--- src/rtl/cyl_conv_pkg.sv ---
// Shared definitions for the cylindrical-converter arbiter.
// Holds the sequencer state enum, the default operand/result widths and converter latency,
// and a width helper for indices and counters.
package cyl_conv_pkg;

  localparam int unsigned X_W      = 4;
  localparam int unsigned Y_W      = 3;
  localparam int unsigned R_W      = 4;
  localparam int unsigned CONV_LAT = 1;

  typedef enum logic [1:0] {
    StIdle  = 2'd0,
    StIssue = 2'd1,
    StWait  = 2'd2,
    StResp  = 2'd3
  } state_e;

  // Index width for n items; never below one bit so ports stay legal for n <= 2.
  function automatic int unsigned id_width(input int unsigned n);
    return (n <= 2) ? 1 : $clog2(n);
  endfunction

endpackage

--- src/rtl/cyl_conv_arbiter_rr_pick.sv ---
// Combinational round-robin picker.
// Ports:
//   valid_i - per-requester request valid
//   ptr_i   - highest-priority index for this pick
//   any_o   - at least one valid request
//   grant_o - one-hot grant (zero when nothing is valid)
//   idx_o   - encoded index of the granted requester
module cyl_conv_arbiter_rr_pick
  import cyl_conv_pkg::*;
#(
  parameter int unsigned NREQ = 4,
  localparam int unsigned IdW = id_width(NREQ)
) (
  input  logic [NREQ-1:0] valid_i,
  input  logic [IdW-1:0]  ptr_i,
  output logic            any_o,
  output logic [NREQ-1:0] grant_o,
  output logic [IdW-1:0]  idx_o
);

  int unsigned j;

  // Scan offsets from farthest to nearest so the nearest valid index at or after ptr_i wins.
  always_comb begin
    grant_o = '0;
    idx_o   = '0;
    j       = 0;
    for (int unsigned k = 0; k < NREQ; k++) begin
      j = (32'(ptr_i) + (NREQ - 1 - k)) % NREQ;
      if (valid_i[j]) begin
        grant_o    = '0;
        grant_o[j] = 1'b1;
        idx_o      = IdW'(j);
      end
    end
    any_o = |valid_i;
  end

endmodule

--- src/rtl/cyl_conv_arbiter.sv ---
// Round-robin arbiter/sequencer sharing one registered Cartesian-to-cylindrical converter.
// Accepts one (x, y) request at a time, pulses conv_ena once, waits CONV_LAT cycles,
// captures r/theta and returns them with the requester id on a valid/ready channel.
// Ports:
//   clk, rst                     - clock, synchronous active-high reset
//   req_valid/req_x/req_y        - packed requester inputs
//   req_ready                    - one-hot accept, only ever high in IDLE
//   conv_ena/conv_x/conv_y       - converter enable pulse and held operands
//   conv_r/conv_theta            - converter results
//   rsp_valid/rsp_ready          - response handshake
//   rsp_id/rsp_r/rsp_theta       - response payload
//   busy                         - high whenever not IDLE
module cyl_conv_arbiter
  import cyl_conv_pkg::*;
#(
  parameter int unsigned NREQ     = 4,
  parameter int unsigned X_W      = cyl_conv_pkg::X_W,
  parameter int unsigned Y_W      = cyl_conv_pkg::Y_W,
  parameter int unsigned R_W      = cyl_conv_pkg::R_W,
  parameter int unsigned CONV_LAT = cyl_conv_pkg::CONV_LAT,
  localparam int unsigned IdW     = id_width(NREQ)
) (
  input  logic              clk,
  input  logic              rst,
  input  logic [NREQ-1:0]     req_valid,
  input  logic [NREQ*X_W-1:0] req_x,
  input  logic [NREQ*Y_W-1:0] req_y,
  output logic [NREQ-1:0]     req_ready,
  output logic              conv_ena,
  output logic [X_W-1:0]    conv_x,
  output logic [Y_W-1:0]    conv_y,
  input  logic [R_W-1:0]    conv_r,
  input  logic [R_W-1:0]    conv_theta,
  output logic              rsp_valid,
  input  logic              rsp_ready,
  output logic [IdW-1:0]    rsp_id,
  output logic [R_W-1:0]    rsp_r,
  output logic [R_W-1:0]    rsp_theta,
  output logic              busy
);

  localparam int unsigned CntW = id_width(CONV_LAT);

  state_e          state_q, state_d;
  logic [IdW-1:0]  ptr_q, ptr_d;
  logic [CntW-1:0] cnt_q, cnt_d;
  logic [X_W-1:0]  x_q, x_d;
  logic [Y_W-1:0]  y_q, y_d;
  logic [IdW-1:0]  id_q, id_d;
  logic [R_W-1:0]  r_q, r_d;
  logic [R_W-1:0]  th_q, th_d;

  logic            pick_any;
  logic [NREQ-1:0] pick_grant;
  logic [IdW-1:0]  pick_idx;

  cyl_conv_arbiter_rr_pick #(
    .NREQ (NREQ)
  ) u_rr_pick (
    .valid_i (req_valid),
    .ptr_i   (ptr_q),
    .any_o   (pick_any),
    .grant_o (pick_grant),
    .idx_o   (pick_idx)
  );

  always_comb begin
    state_d   = state_q;
    ptr_d     = ptr_q;
    cnt_d     = cnt_q;
    x_d       = x_q;
    y_d       = y_q;
    id_d      = id_q;
    r_d       = r_q;
    th_d      = th_q;
    req_ready = '0;
    unique case (state_q)
      StIdle: begin
        if (pick_any) begin
          // Gate with rst so no transfer is signalled while reset is being applied.
          if (!rst) req_ready = pick_grant;
          x_d     = req_x[pick_idx*X_W +: X_W];
          y_d     = req_y[pick_idx*Y_W +: Y_W];
          id_d    = pick_idx;
          ptr_d   = (32'(pick_idx) == NREQ - 1) ? '0 : pick_idx + 1'b1;
          state_d = StIssue;
        end
      end
      StIssue: begin
        cnt_d   = '0;
        state_d = StWait;
      end
      StWait: begin
        if (32'(cnt_q) == CONV_LAT - 1) begin
          r_d     = conv_r;
          th_d    = conv_theta;
          state_d = StResp;
        end else begin
          cnt_d = cnt_q + 1'b1;
        end
      end
      StResp: begin
        if (rsp_ready) state_d = StIdle;
      end
      default: state_d = StIdle;
    endcase
  end

  always_ff @(posedge clk) begin
    if (rst) begin
      state_q <= StIdle;
      ptr_q   <= '0;
      cnt_q   <= '0;
      x_q     <= '0;
      y_q     <= '0;
      id_q    <= '0;
      r_q     <= '0;
      th_q    <= '0;
    end else begin
      state_q <= state_d;
      ptr_q   <= ptr_d;
      cnt_q   <= cnt_d;
      x_q     <= x_d;
      y_q     <= y_d;
      id_q    <= id_d;
      r_q     <= r_d;
      th_q    <= th_d;
    end
  end

  assign conv_ena  = (state_q == StIssue);
  assign rsp_valid = (state_q == StResp);
  assign busy      = (state_q != StIdle);
  assign conv_x    = x_q;
  assign conv_y    = y_q;
  assign rsp_id    = id_q;
  assign rsp_r     = r_q;
  assign rsp_theta = th_q;

endmodule

--- config.mk ---
export PLATFORM = sky130hd
export DESIGN_NAME = cyl_conv_arbiter
export DESIGN_NICKNAME = d
export VERILOG_FILES = /design/src/rtl/cyl_conv_pkg.sv /design/src/rtl/cyl_conv_arbiter_rr_pick.sv /design/src/rtl/cyl_conv_arbiter.sv
export SDC_FILE = /design/constraint.sdc
export NUM_CORES = 1
export LEC_CHECK = 0
export ABC_AREA = 1
export CAP_MARGIN = 10
export CORE_ASPECT_RATIO = 2
export CORE_MARGIN = 2
export CORE_UTILIZATION = 43
export DETAILED_ROUTE_END_ITERATION = 6
export PLACE_DENSITY_LB_ADDON = 0.12
export SYNTH_ARGS = -nofsm -noshare
export SYNTH_HDL_FRONTEND = slang
export SYNTH_SLANG_ARGS = --single-unit
--- constraint.sdc ---
create_clock -name clk -period 3.6 [get_ports clk]
set_clock_uncertainty 0.2 [all_clocks]
set_input_delay 1.08 -clock clk [delete_from_list [all_inputs] [get_ports clk]]
set_output_delay 1.08 -clock clk [all_outputs]
set_load 0.05 [all_outputs]
==> metrics.md <==
| Metric | Value |
|---|---|
| Status | `finished clean` |
| Seq/Total Area, Yosys | `26.2%` |
| Vias per cell | `4.88` |
| DRT Pass-1 Iters | `4` |
| Clock Pin Slew Worst Setup and Hold Paths | `about 0.07 ns` |
| Synthesis Warnings | `0` |
| Max Cap Violations | `0` |
| Die area | `~0.0043 mm2` |
| Worst setup path class | `in -> out` |
| Share of layout cells above drive strength 1 | `27.4%` |
| ANT nets after route | `0` |
| Initial Utilization | `44.5%` |
| WP data arrival | `roughly 2.3 ns` |
| Finished Core Util | `about 77%` |
| Die Y | `between 90 and 100 um` |
| Routed WL | `~5.1 mm` |
| CTS tree | `yes` |
| Initial antenna violation count | `0` |
| Final Cycle Share | `98.2%` |
| Worst Tran Pin Value | `0.533 ns` |
| HP Class | `reg -> reg` |
| Vias in the first global route | `1907` |
| Final Hold Violating Endpoints | `0` |
| Setup WS pre-CTS | `-0.368 ns` |
| Mean Syn Cell Area | `about 6.3 um2` |
| Max clock buf depth | `2` |
| Total power draw | `~0.0027 W` |
| Slowest stage cell on the critical path | `clkdlybuf4s50_1` |
| PortBufs | `66` |
| GR Overflow Total | `0` |
| Detailed-route via count | `1953` |
| GP Congestion | `0.822` |
| Die width | `47.2 um` |
| Syn Nets | `around 310` |
| Core area | `around 0.0036 mm2` |
| DPL Wire Length | `3.79 mm` |
| Primary FF master, synth | `dfxtp_1` |
| Sw Share | `~54%` |
| Worst path bufs/invs | `3` |
| Post-CTS Hold Buffers | `0` |
| DR WL/cell | `12.7 um` |
| Post-Synth Simple-Gate Area | `42.3%` |
| Asr flop ratio synth | `0%` |
| CTS root buf | `clkbuf_8` |
| Syn-to-layout area delta | `73.6%` |
| Final Max Tran Viols | `0` |
| H-tree Lvls | `1` |
| Total leakage power | `1.35 nW` |
| CTS Sinks | `21` |
| Drt drc | `0` |
| Crit path largest cell delay | `0.41 ns` |
| Compound-cell area share of the yosys netlist | `under 10%` |
| Global-route wire length before repair | `8.06 mm` |
| Tot GR Track Use | `roughly a quarter` |
| Ant. Diodes | `0` |
| Cell family with most CP delay | `buffers and inverters` |
| Boundary pin count | `67` |
| Mux share of post-synthesis cell area | `0%` |
| Largest net degree at the start of global routing | `16` |
| PD cells | `~1000 mW/mm2` |
| # nets final | `407` |
| Largest family of logic cells by synthesized area | `simple AND/OR/NAND/NOR gates` |
| Synth Area in Adders | `9.36%` |
| Iteration-0 DRC Markers | `7` |
| Relative slew margins | `64.4%` |
| Final worst slack | `approximately 0.063 ns` |
| Comb pwr share | `80.4%` |
| Crit path time final | `3.54 ns` |
| Fmax achieved | `283 MHz` |
| Post-Synth XOR/XNOR Area | `0%` |
| Worst vdd ir | `0.614 mV` |
| Rows | `31` |
| Worst EP required | `about 2.3 ns` |
| Post-Syn Instances | `256` |
| Synth cell types | `26` |
| Sequential Power Share | `14.1%` |
| Crit path capture type | `primary output` |
| Yosys reg bits | `21` |
| EDFF count, synth | `0` |
| Clock network power share | `5.6%` |
| Synth Cell Area | `around 0.0016 mm2` |
| Skew-Pair Late Insertion Delay | `0.26 ns` |
| Design internal power | `0.00127 W` |
| Total CTS buffers | `3` |
| Critical path, cell by cell | `clkdlybuf4s50_1 -> inv_1 -> nand2_1 -> nor3_2 -> clkbuf_16` |
| Setup crit start kind | `input port` |
| Switch Pwr | `0.00147 W` |
| Final setup viols | `0` |
| Worst-path maximum fanout | `5` |
-- kinds of logic after synthesis --
group	after synthesis
AOI/OAI and AO/OA	28
adders and majority gates	12
buffers and inverters	48
DFF	21
and+or+nand+nor	147
-- repair_timing --
item                                    4_1_cts  5_1_grt
endpoints found under the setup margin        4       14
setup buffers                                 9        0
gates resized for setup                      30       29
pin swaps                                    15       10
-- power groups by stage --
stage                     Clock [W]  Sequential (W)  Combinational, W
after floorplan                   0        0.000635           0.00104
after global placement            0        0.000384           0.00189
after detailed placement          0        0.000386           0.00191
after CTS                  0.000156        0.000382           0.00209
after global routing       0.000162        0.000399           0.00239
final                      0.000153        0.000386           0.00220
-- flip-flops by register name, summed over array words and instances, names as in the netlist --
register and flops:
ptr_q 2, state_q 2, conv_x 4, rsp_r 4, conv_y 3, rsp_theta 4, rsp_id 2
-- through the flow --
step | TNS (ns) | hold WS [ns] | instance area [um2] | std cells
6_report | 0 | 0.276 | 2790 | 400
5_1_grt | -0.0418 | 0.294 | 2790 | 400
4_1_cts | 0 | 0.278 | 2690 | 400
3_5_place_dp | -1.27 | 0.264 | 2520 | 387
3_3_place_gp | -1.18 | 0.262 | 2520 | 387
2_1_floorplan | -0.0688 | 0.290 | 1630 | 256
-- path summary, 6_finish.rpt --
kind | end | cells past startpoint | start | slack (ns)
hold / removal | rsp_id[1] | 2 | rsp_id[1] | 0.28
setup / recovery | req_ready[1] | 5 | rst | 0.06
setup reg to reg | conv_y[2] | 23 | ptr_q[1] | 0.28
hold reg to reg | rsp_id[1] | 2 | rsp_id[1] | 0.28
-- layout by cell type (no fill, tap or decap), types with 3 or more instances in the layout --
cell type        count
nor2_1              37
a21oi_2              4
clkbuf_8             3
buf_6                5
inv_1               31
nand2_2             14
nand3b_1             5
ha_1                12
nor2_2               3
nand3_1             22
o21ai_0              9
inv_4                5
inv_2                4
nand3_2              6
a21oi_1              6
clkdlybuf4s50_1     58
nand2_4              5
buf_4               31
buf_12               3
dfxtp_1             20
nand2_1             46
-- cell type report --
type                            instances  area, um2
Multi-Input combinational cell        187       1130
Timing Repair Buffer                   98        955
Fill cell                             274        822
Sequential cell                        21        424
Inverter                               41        171
Tap cell                               49       61.3
Clock buffer                            3       41.3
Clock inverter                          1       5.00
-- per-layer routing --
metal | track usage (%) | part of all wire (%)
met1 | 24.7 | 35
met2 | 47.1 | 58
met3 | 3.80 | 4.2
met5 | 0 | 0
met4 | 9.49 | 3.0
-- cell usage after synthesis (4+ instances only) --
library cell / instances / area [um2]
nand2_2: 8 / 50.1
a21oi_1: 11 / 55.1
inv_2: 5 / 18.8
inv_1: 36 / 135
nor2_1: 38 / 143
dfxtp_1: 21 / 420
nand3_2: 4 / 40.0
nand3b_1: 5 / 37.5
o21ai_0: 9 / 45.0
ha_1: 12 / 150
nand2_1: 56 / 210
clkbuf_1: 4 / 15.0
nand3_1: 26 / 130
nor3_1: 4 / 20.0
-- worst reg2reg max path: cells and delay by family (launching register included) --
family / cells / cell delay, ns
flops: 1 / 0.41
compound gates: 1 / 0.13
buf+inv: 12 / 1.39
fa+ha+maj: 1 / 0.35
simple gates: 9 / 0.76
Note: power is estimated with default switching activity, not from simulation.
